**config.mk**
```make
export PLATFORM = sky130hd
export DESIGN_NAME = fios_result_collector_flat
export DESIGN_NICKNAME = d
export VERILOG_FILES = /design/src/rtl/fios_result_collector_if.sv /design/src/rtl/fios_result_collector.sv /design/src/flat_wrapper.sv
export SDC_FILE = /design/constraint.sdc
export NUM_CORES = 1
export LEC_CHECK = 0
export CAP_MARGIN = 20
export CORE_UTILIZATION = 45
export CTS_CLUSTER_SIZE = 12
export DETAILED_ROUTE_END_ITERATION = 10
export GPL_TIMING_DRIVEN = 0
export PLACE_DENSITY = 0.73
export RECOVER_POWER = 25
export SLEW_MARGIN = 30
export SYNTH_ARGS = -nofsm -noshare
export SYNTH_HDL_FRONTEND = slang
export SYNTH_SLANG_ARGS = --single-unit
```
**constraint.sdc**
```tcl
create_clock -name clock_i -period 2.8 [get_ports clock_i]
set_clock_uncertainty 0.15 [all_clocks]
set_input_delay 0.28 -clock clock_i [delete_from_list [all_inputs] [get_ports clock_i]]
set_output_delay 0.28 -clock clock_i [all_outputs]
set_load 0.01 [all_outputs]
```
**src/rtl/fios_result_collector_if.sv**
```systemverilog
// Result collector handshake bundle.
// FIOS_COLLECT_CARRY_EN widens result_o by one limb.
interface fios_result_collector_if #(
  parameter int WORD_WIDTH = 17,
  parameter int WORD_COUNT = 16
);
`ifdef FIOS_COLLECT_CARRY_EN
  localparam int NL = WORD_COUNT + 1;
`else
  localparam int NL = WORD_COUNT;
`endif
  localparam int RW = NL * WORD_WIDTH;

  logic                    start_i;
  logic                    P_valid_i;
  logic [2*WORD_WIDTH-1:0] P_i;
  logic [RW-1:0]           result_o;
  logic                    result_valid_o;
  logic                    result_ready_i;
  logic                    busy_o;
  logic                    overrun_o;

  modport master (
    output start_i,
    output P_valid_i,
    output P_i,
    output result_ready_i,
    input  result_o,
    input  result_valid_o,
    input  busy_o,
    input  overrun_o
  );

  modport slave (
    input  start_i,
    input  P_valid_i,
    input  P_i,
    input  result_ready_i,
    output result_o,
    output result_valid_o,
    output busy_o,
    output overrun_o
  );
endinterface

```
**src/rtl/fios_result_collector.sv**
```systemverilog
// Collects FIOS DSP result limbs into one word.
// FIOS_COLLECT_CARRY_EN adds the final carry limb.
module fios_result_collector #(
  parameter int WORD_WIDTH = 17,
  parameter int WORD_COUNT = 16
) (
  input logic                     clock_i,
  input logic                     reset_n_i,
  fios_result_collector_if.slave  bus
);
`ifdef FIOS_COLLECT_CARRY_EN
  localparam int NL = WORD_COUNT + 1;
`else
  localparam int NL = WORD_COUNT;
`endif
  localparam int RW = NL * WORD_WIDTH;
  localparam int CW =
    (WORD_COUNT > 1) ? $clog2(WORD_COUNT) : 1;
  localparam logic [CW-1:0] LAST =
    CW'(WORD_COUNT - 1);

  typedef enum logic [1:0] {
    IDLE,
    COLLECT,
    HOLD
  } state_e;

  state_e        state_q, state_d;
  logic [CW-1:0] count_q, count_d;
  logic [RW-1:0] result_q, result_d;
  logic          ovr_q, ovr_d;

  logic          restart;
  logic          wr;
  logic [CW-1:0] idx;

`ifndef FIOS_COLLECT_CARRY_EN
  logic unused_hi;
  assign unused_hi =
    ^bus.P_i[2*WORD_WIDTH-1:WORD_WIDTH];
`endif

  // State, limb count, result and sticky overrun registers
  always_ff @(posedge clock_i or negedge reset_n_i) begin
    if (!reset_n_i) begin
      state_q  <= IDLE;
      count_q  <= '0;
      result_q <= '0;
      ovr_q    <= 1'b0;
    end else begin
      state_q  <= state_d;
      count_q  <= count_d;
      result_q <= result_d;
      ovr_q    <= ovr_d;
    end
  end

  // Next state: restart, limb capture, hold/release
  always_comb begin
    state_d  = state_q;
    count_d  = count_q;
    result_d = result_q;
    ovr_d    = ovr_q;
    restart  = 1'b0;
    wr       = 1'b0;
    idx      = count_q;

    unique case (state_q)
      IDLE: begin
        if (bus.start_i) begin
          restart = 1'b1;
        end else if (bus.P_valid_i) begin
          ovr_d = 1'b1;
        end
      end
      COLLECT: begin
        if (bus.start_i) begin
          restart = 1'b1;
        end else if (bus.P_valid_i) begin
          wr = 1'b1;
        end
      end
      HOLD: begin
        if (bus.start_i || bus.P_valid_i) begin
          ovr_d = 1'b1;
        end
        if (bus.result_ready_i) begin
          state_d = IDLE;
        end
      end
      default: begin
        state_d = IDLE;
      end
    endcase

    // A start discards any partial frame; a
    // coincident strobe becomes limb 0.
    if (restart) begin
      state_d  = COLLECT;
      count_d  = '0;
      result_d = '0;
      ovr_d    = 1'b0;
      idx      = '0;
      wr       = bus.P_valid_i;
    end

    if (wr) begin
      for (int i = 0; i < WORD_COUNT; i++) begin
        if (idx == CW'(i)) begin
          result_d[i*WORD_WIDTH +: WORD_WIDTH] =
            bus.P_i[WORD_WIDTH-1:0];
        end
      end
      if (idx == LAST) begin
        state_d = HOLD;
        count_d = '0;
`ifdef FIOS_COLLECT_CARRY_EN
        result_d[WORD_COUNT*WORD_WIDTH +: WORD_WIDTH] =
          bus.P_i[2*WORD_WIDTH-1:WORD_WIDTH];
`endif
      end else begin
        count_d = idx + CW'(1);
      end
    end
  end

  assign bus.result_o       = result_q;
  assign bus.result_valid_o = (state_q == HOLD);
  assign bus.busy_o         = (state_q != IDLE);
  assign bus.overrun_o      = ovr_q;

endmodule
```
**src/flat_wrapper.sv**
```systemverilog
// flat-port wrapper written by rule: the top's interface ports become plain ports
module fios_result_collector_flat 
#(
  parameter int WORD_WIDTH = 17,
  parameter int WORD_COUNT = 16
)
  (clock_i, reset_n_i, bus_start_i, bus_P_valid_i, bus_P_i, bus_result_ready_i, bus_result_o, bus_result_valid_o, bus_busy_o, bus_overrun_o);
  fios_result_collector_if #(.WORD_WIDTH(WORD_WIDTH), .WORD_COUNT(WORD_COUNT)) bus_i ();
  input logic clock_i;
  input logic reset_n_i;
  input wire logic [$bits(bus_i.start_i)-1:0] bus_start_i;
  input wire logic [$bits(bus_i.P_valid_i)-1:0] bus_P_valid_i;
  input wire logic [$bits(bus_i.P_i)-1:0] bus_P_i;
  input wire logic [$bits(bus_i.result_ready_i)-1:0] bus_result_ready_i;
  output wire logic [$bits(bus_i.result_o)-1:0] bus_result_o;
  output wire logic [$bits(bus_i.result_valid_o)-1:0] bus_result_valid_o;
  output wire logic [$bits(bus_i.busy_o)-1:0] bus_busy_o;
  output wire logic [$bits(bus_i.overrun_o)-1:0] bus_overrun_o;
  assign bus_i.start_i = bus_start_i;
  assign bus_i.P_valid_i = bus_P_valid_i;
  assign bus_i.P_i = bus_P_i;
  assign bus_i.result_ready_i = bus_result_ready_i;
  assign bus_result_o = bus_i.result_o;
  assign bus_result_valid_o = bus_i.result_valid_o;
  assign bus_busy_o = bus_i.busy_o;
  assign bus_overrun_o = bus_i.overrun_o;
  fios_result_collector #(.WORD_WIDTH(WORD_WIDTH), .WORD_COUNT(WORD_COUNT)) u_core (.clock_i(clock_i), .reset_n_i(reset_n_i), .bus(bus_i));
endmodule
```
Word-level counts from Yosys, hierarchy flattened:

Index checks and enable logic that the tools add are counted.

* reduce and logical (&&, ||, !) cells: 7
* equal/unequal tests: 20
* mux-type cells: 37
* $add $sub $neg: 1

Operators by type and width (number)
* 2-to-1 mux 272 bit: 2
* 2-to-1 mux 17 bit: 16
* == test 4 bit (second input constant): 8
* == test 4 x 3 -> 1 bit (second input constant): 4
* 2-to-1 mux 4 bit: 3
* 2-to-1 mux 1 bit: 10
* == test 4 x 2 -> 1 bit (second input constant): 2
* 2-to-1 mux 2 bit: 4
* inequality test 3 x 2 -> 1 bit (second input constant): 2
* adder 4 x 1 -> 4 bit (second input constant): 1
* == test 4 x 1 -> 1 bit (second input constant): 1
* zero test 4 bit: 1
* one-hot mux 2 bit (2 select lines): 1
* AND reduction 4 bit: 1
* inequality test 3 x 1 -> 1 bit (second input constant): 1
* nonzero test 3 bit: 1
* == test 2 x 1 -> 1 bit (second input constant): 1
* == test 2 bit (second input constant): 1
* zero test 2 bit: 1
* one-hot mux 1 bit (2 select lines): 1
* nonzero test 2 bit: 1
* OR reduction 2 bit: 1
* logical OR 1 bit: 1

* register bits after elaboration: 279
* input port bits: 39
* word-level logic and storage cells: 69

Depth between registers and ports, before layout:

* depth after elaboration: 7
* gate-level depth with buffers: 12

Worst setup path after synthesis:

Ideal clock, no wire load.

* path kind: reg-to-reg
* start: register u_core.state_q[1]
* end: register u_core.result_q[126], in the netlist u_core.bus.result_o[126]
* cell stages (with the launch flop): 12
* setup slack: 0.172 ns
* data required time: 2.570 ns
* path buffers: 4
* arrival: 2.398 ns
* setup time: 0.080 ns
* cell sequence: dfrtp_1 -> nand2b_4 -> buf_6 -> buf_2 -> buf_1 -> nand2_1 -> inv_1 -> ha_1 -> nand3_4 -> nor2_8 -> buf_6 -> mux2i_1

* word-level cells in the longest chain between the ends: 7
* elaborated cells on any way between the ends: 11
* classes of those cells: 2 x eq/ne; 7 x mux; 2 x reduce/logical

RTL lines
* start, declared: line fios_result_collector.sv:28 `state_e state_q, state_d;`
* start signal, assigned: line fios_result_collector.sv:51 `state_q <= state_d;`
* == test 2 x 1 -> 1 bit / zero test 2 bit (equally long branches): line fios_result_collector.sv:68 `unique case (state_q)`
* OR reduction 2 bit (no source line)
* 2-to-1 mux 1 bit
* 2-to-1 mux 4 bit: line fios_result_collector.sv:98 `if (restart) begin`
* == test 4 x 3 -> 1 bit: line fios_result_collector.sv:109 `if (idx == CW'(i)) begin`
* 2-to-1 mux 17 bit: line fios_result_collector.sv:109
* 2-to-1 mux 272 bit (*): line fios_result_collector.sv:107 `if (wr) begin`
* named net u_core.result_d[126]: line fios_result_collector.sv:30 `logic [RW-1:0] result_q, result_d;`
* end signal, assigned: line fios_result_collector.sv:53 `result_q <= result_d;`
* end, declared: line fios_result_collector.sv:30

Mark *: on every way through the listed nets, which the timed path passes. The rest lies on a longest branch.
A chain may end at the register's enable or synchronous reset.

Worst setup path in the final report:

* start: register u_core.state_q[1]
* end: register u_core.result_q[47], in the netlist u_core.bus.result_o[47]

* word-level cells in the longest chain between the ends: 7
* elaborated cells on any way between the ends: 11
* classes of those cells: 2 x eq/ne; 7 x mux; 2 x reduce/logical

RTL lines (line)
* == test 2 x 1 -> 1 bit / zero test 2 bit (equally long branches): fios_result_collector.sv:68
* OR reduction 2 bit (no source line)
* 2-to-1 mux 1 bit
* 2-to-1 mux 4 bit: fios_result_collector.sv:98
* == test 4 x 2 -> 1 bit: fios_result_collector.sv:109
* 2-to-1 mux 17 bit: fios_result_collector.sv:109
* 2-to-1 mux 272 bit (*): fios_result_collector.sv:107
* named net u_core.result_d[47]: fios_result_collector.sv:30

Marked as above.

==> results.tsv <==
stage	metric	value	unit
run_status	status	completed	
power_and_ir_drop	p_per_area	515	nW/µm²
setup_path	crit_fanout	28	
layout	regArea	6980	µm²
placed_design	place.gp.congestion	0.854	
floorplan	die_height	164	µm
yosys	synth_top_area_share	58.9	%
power_and_ir_drop	p_leak	6.97	nW
placed_design	placed_cell_area	15300	µm²
min_path	worstHoldStart	bus_result_ready_i	
sta	period_needed	2630	ps
floorplan	die-width	164	µm
routing	viasPerCell	5.23	
clock_network	clockBufferDepth	3	
routing	firstDrtPassIters	7	
routing	num_vias	9051	
power_and_ir_drop	clkPwrFrac	43.0	%
setup_path	r2r_start	u_core.state_q[1]	
setup_path	reg2regPathDepth	10	
yosys	synth_area	11900	µm²
global_routing	antenna_found_initial	0	
yosys	synth_area_leaders	dfrtp_1 (59%), mux2i_1 (17%), nand2_1 (11%)	
clock_network	cts_tree	done	
yosys	netlist_instances	1048	
global_routing	grt_overflow_total	0	
clock_network	cts_buffers	29	
yosys	synth-seq-area-share	58.9	%
routing	first_iter_violations	788	
yosys	synth-adder-area-share	0.422	%
sta	relSlewSlack	16.8	%
layout	final_common_cell	nand2_1	
floorplan	start_util	45.7	%
global_routing	grt_pass1_wl	55.1	mm
sta	fmax	0.380	GHz
placed_design	portBuffers	295	
layout	final_nets	1423	
power_and_ir_drop	irDropWorstVdd	0.411	mV
power_and_ir_drop	total_power	0.00834	W
floorplan	coreArea	25900	µm²
yosys	synth_xor_area_share	0.0739	%
setup_path	reg2reg_to	u_core.bus.result_o[47]	
power_and_ir_drop	seq_power_share	49.5	%
min_path	min_path_type	in -> reg	
layout	final_cell_mix	nand2_1 (345), clkdlybuf4s50_1 (294), dfrtp_1 (279)	
floorplan	rows	59	
setup_path	rrSetupSlack	170	ps
routing	antenna_left	0	
power_and_ir_drop	power_switching	0.00202	W
global_routing	track_usage	27.1	%
yosys	synth_top_family_by_area	multiplexers	
yosys	synth_top_area_cell	dfrtp_1	
routing	finalWirelength	36.4	mm
sta	finalCritPeriodShare	94.1	%
yosys	synth_mux_area_share	17.2	%
yosys	ys_warn_count	0	
sta	finalSetupViolCount	0	
layout	fin_area	16200	µm²
yosys	ys_ff_latch	279	
layout	drive_gt1_share	7.37	%
power_and_ir_drop	switching_share	24.3	%
routing	wl_per_cell	21.0	µm
routing	drc	0	
placed_design	dp_hpwl	25.5	mm
clock_network	clock-root-buffer	clkbuf_16	
clock_network	cts_sinks	279	
sta	max_slew.worst_pin.slew	1250	ps
setup_path	crit_type	reg -> reg	
yosys	synth_fp_nets	1091	
sta	timing.hold.ws	166	ps
setup_path	startpoint_type	flop	
sta	hold_viol_final	0	
yosys	synth_cell_types	33	
layout	nFillCells	2059	
sta	drv_slew	0	
clock_network	clk_latency	540	ps
global_routing	grt_pass1_vias	9174	
layout	multi_input_comb_area	4340	µm²
global_routing	grt_max_degree	69	
yosys	synth_compound_area_share	4.56	%
power_and_ir_drop	power_frac_comb	7.4	%
setup_path	cp.required	3090	ps
run	drv_cap	0	
layout	stdcell_count	1732	
placed_design	post-place-cells	1682	
layout	syn_to_final_growth	36.5	%
floorplan	die-area	27000	µm²
yosys	yosys.area_share.simple	14.3	%
clock_network	path_clk_slew	60	ps
setup_path	setup.worst_path.end_class	flop	
setup_path	arrival	2920	ps
layout	insertedDiodeCount	0	
clock_network	cts_max_level	1	
floorplan	ios	314	
power_and_ir_drop	p_int	0.00632	W
layout	post-route-util	62.5	%
min_path	holdPathEnd	u_core.state_q[1]	
min_path	min_path_cells	3	
yosys	avgSynthCellArea	11.3	µm²
-- worst max-delay path, cell delays in order (launching register included) --
cell and delay (ps):
dfrtp_1 440, nand2b_4 250, buf_12 210, nand2_1 120, inv_1 90, ha_1 220
inv_1 90, a2111oi_4 420, buf_2 330, nand2_1 70, o21ai_0 110
-- worst max path at each step --
| stage | start | to | slack [ps] | cells past startpoint |
|---|---|---|---|---|
| 4_1_cts | u_core.state_q[1] | u_core.bus.result_o[65] | 50 | 10 |
| 2_1_floorplan | u_core.state_q[1] | u_core.bus.result_o[126] | 170 | 11 |
| 3_5_place_dp | bus_start_i | u_core.bus.result_o[65] | -1130 | 13 |
| 3_3_place_gp | reset_n_i | u_core.bus.result_o[190] | -10800 | 1 |
| 6_report | u_core.state_q[1] | u_core.bus.result_o[47] | 170 | 10 |
| 5_1_grt | u_core.state_q[1] | u_core.bus.result_o[65] | -20 | 10 |
-- power groups by stage --
stage | Combinational, W | Clock [W] | Sequential (W)
2_1_floorplan | 0.000223 | 0 | 0.00422
3_3_place_gp | 0.000604 | 0 | 0.00421
3_5_place_dp | 0.000632 | 0 | 0.00420
4_1_cts | 0.000636 | 0.00363 | 0.00413
5_1_grt | 0.000676 | 0.00379 | 0.00414
6_report | 0.000620 | 0.00359 | 0.00413
-- Yosys cell counts --
cell type    n
a2111oi_4    4
o21bai_2     1
buf_1        6
nor2_1       2
nand3_1      2
inv_1       26
nor2b_1      1
buf_6       14
nand3b_1     2
nor2_8      12
o21ba_1      1
ha_1         4
a21boi_0     1
o21a_1       1
o21ai_0     44
nand2_1    345
buf_4        5
or2_2        1
buf_8        1
a21o_1       1
or2_4        1
o31a_1       1
or3_1        1
a21oi_1      3
o31ai_1      1
xor2_1       1
clkbuf_1    38
nand3_4      5
nand2b_4     1
dfrtp_1    279
o21ai_1     27
buf_2       12
mux2i_1    204
-- kinds of logic (layout without fill, tap and decap cells) --
group           count (synthesis)  after routing
compound gates                 85             85
xor+xnor                        1              1
fa+ha+maj                       4              4
buf+inv                       102            451
flops                         279            279
mux                           204            204
simple gates                  373            373
-- through the flow --
step                 TNS, ps  setup slack (ps)
CTS                        0              45.5
global placement    -3234010            -10800
floorplan                  0               172
global route           -35.3             -18.5
finish                     0               166
detailed placement   -234750             -1130
-- per-layer routing --
metal	track usage (%)	wire length [µm]	vias to the layer above	share of wire, %
li1	-	-	4075	-
met1	36.1	15100	4523	41
met2	43.3	17100	395	47
met3	8.06	3490	58	9.6
met4	6.65	776	0	2.1
met5	0	0	-	0
-- registers in the layout, summed over array words and instances (netlist names) --
| name | count |
|---|---|
| u_core.count_q | 4 |
| u_core.bus.result_o | 272 |
| u_core.state_q | 2 |
| u_core.bus.overrun_o | 1 |
-- cell type report --
type / count / share of cell area, %
sequential: 279 / 43.1
multi-input combinational: 667 / 26.8
timing repair buffer: 303 / 18.9
clock buffer: 42 / 5.10
buffer: 74 / 2.69
tap: 335 / 2.59
inverter: 26 / 0.603
clock inverter: 6 / 0.209
-- what timing repair did --
item / in CTS / in global routing
setup buffers: 0 / 2
gates cloned: 0 / 0
pin swaps: 0 / 1
hold endpoints to repair: 226 / 0
setup endpoints to repair: 276 / 61
hold buffers: 2 / 0
resized for setup: 0 / 2
Power figures use the tool's default switching activity.
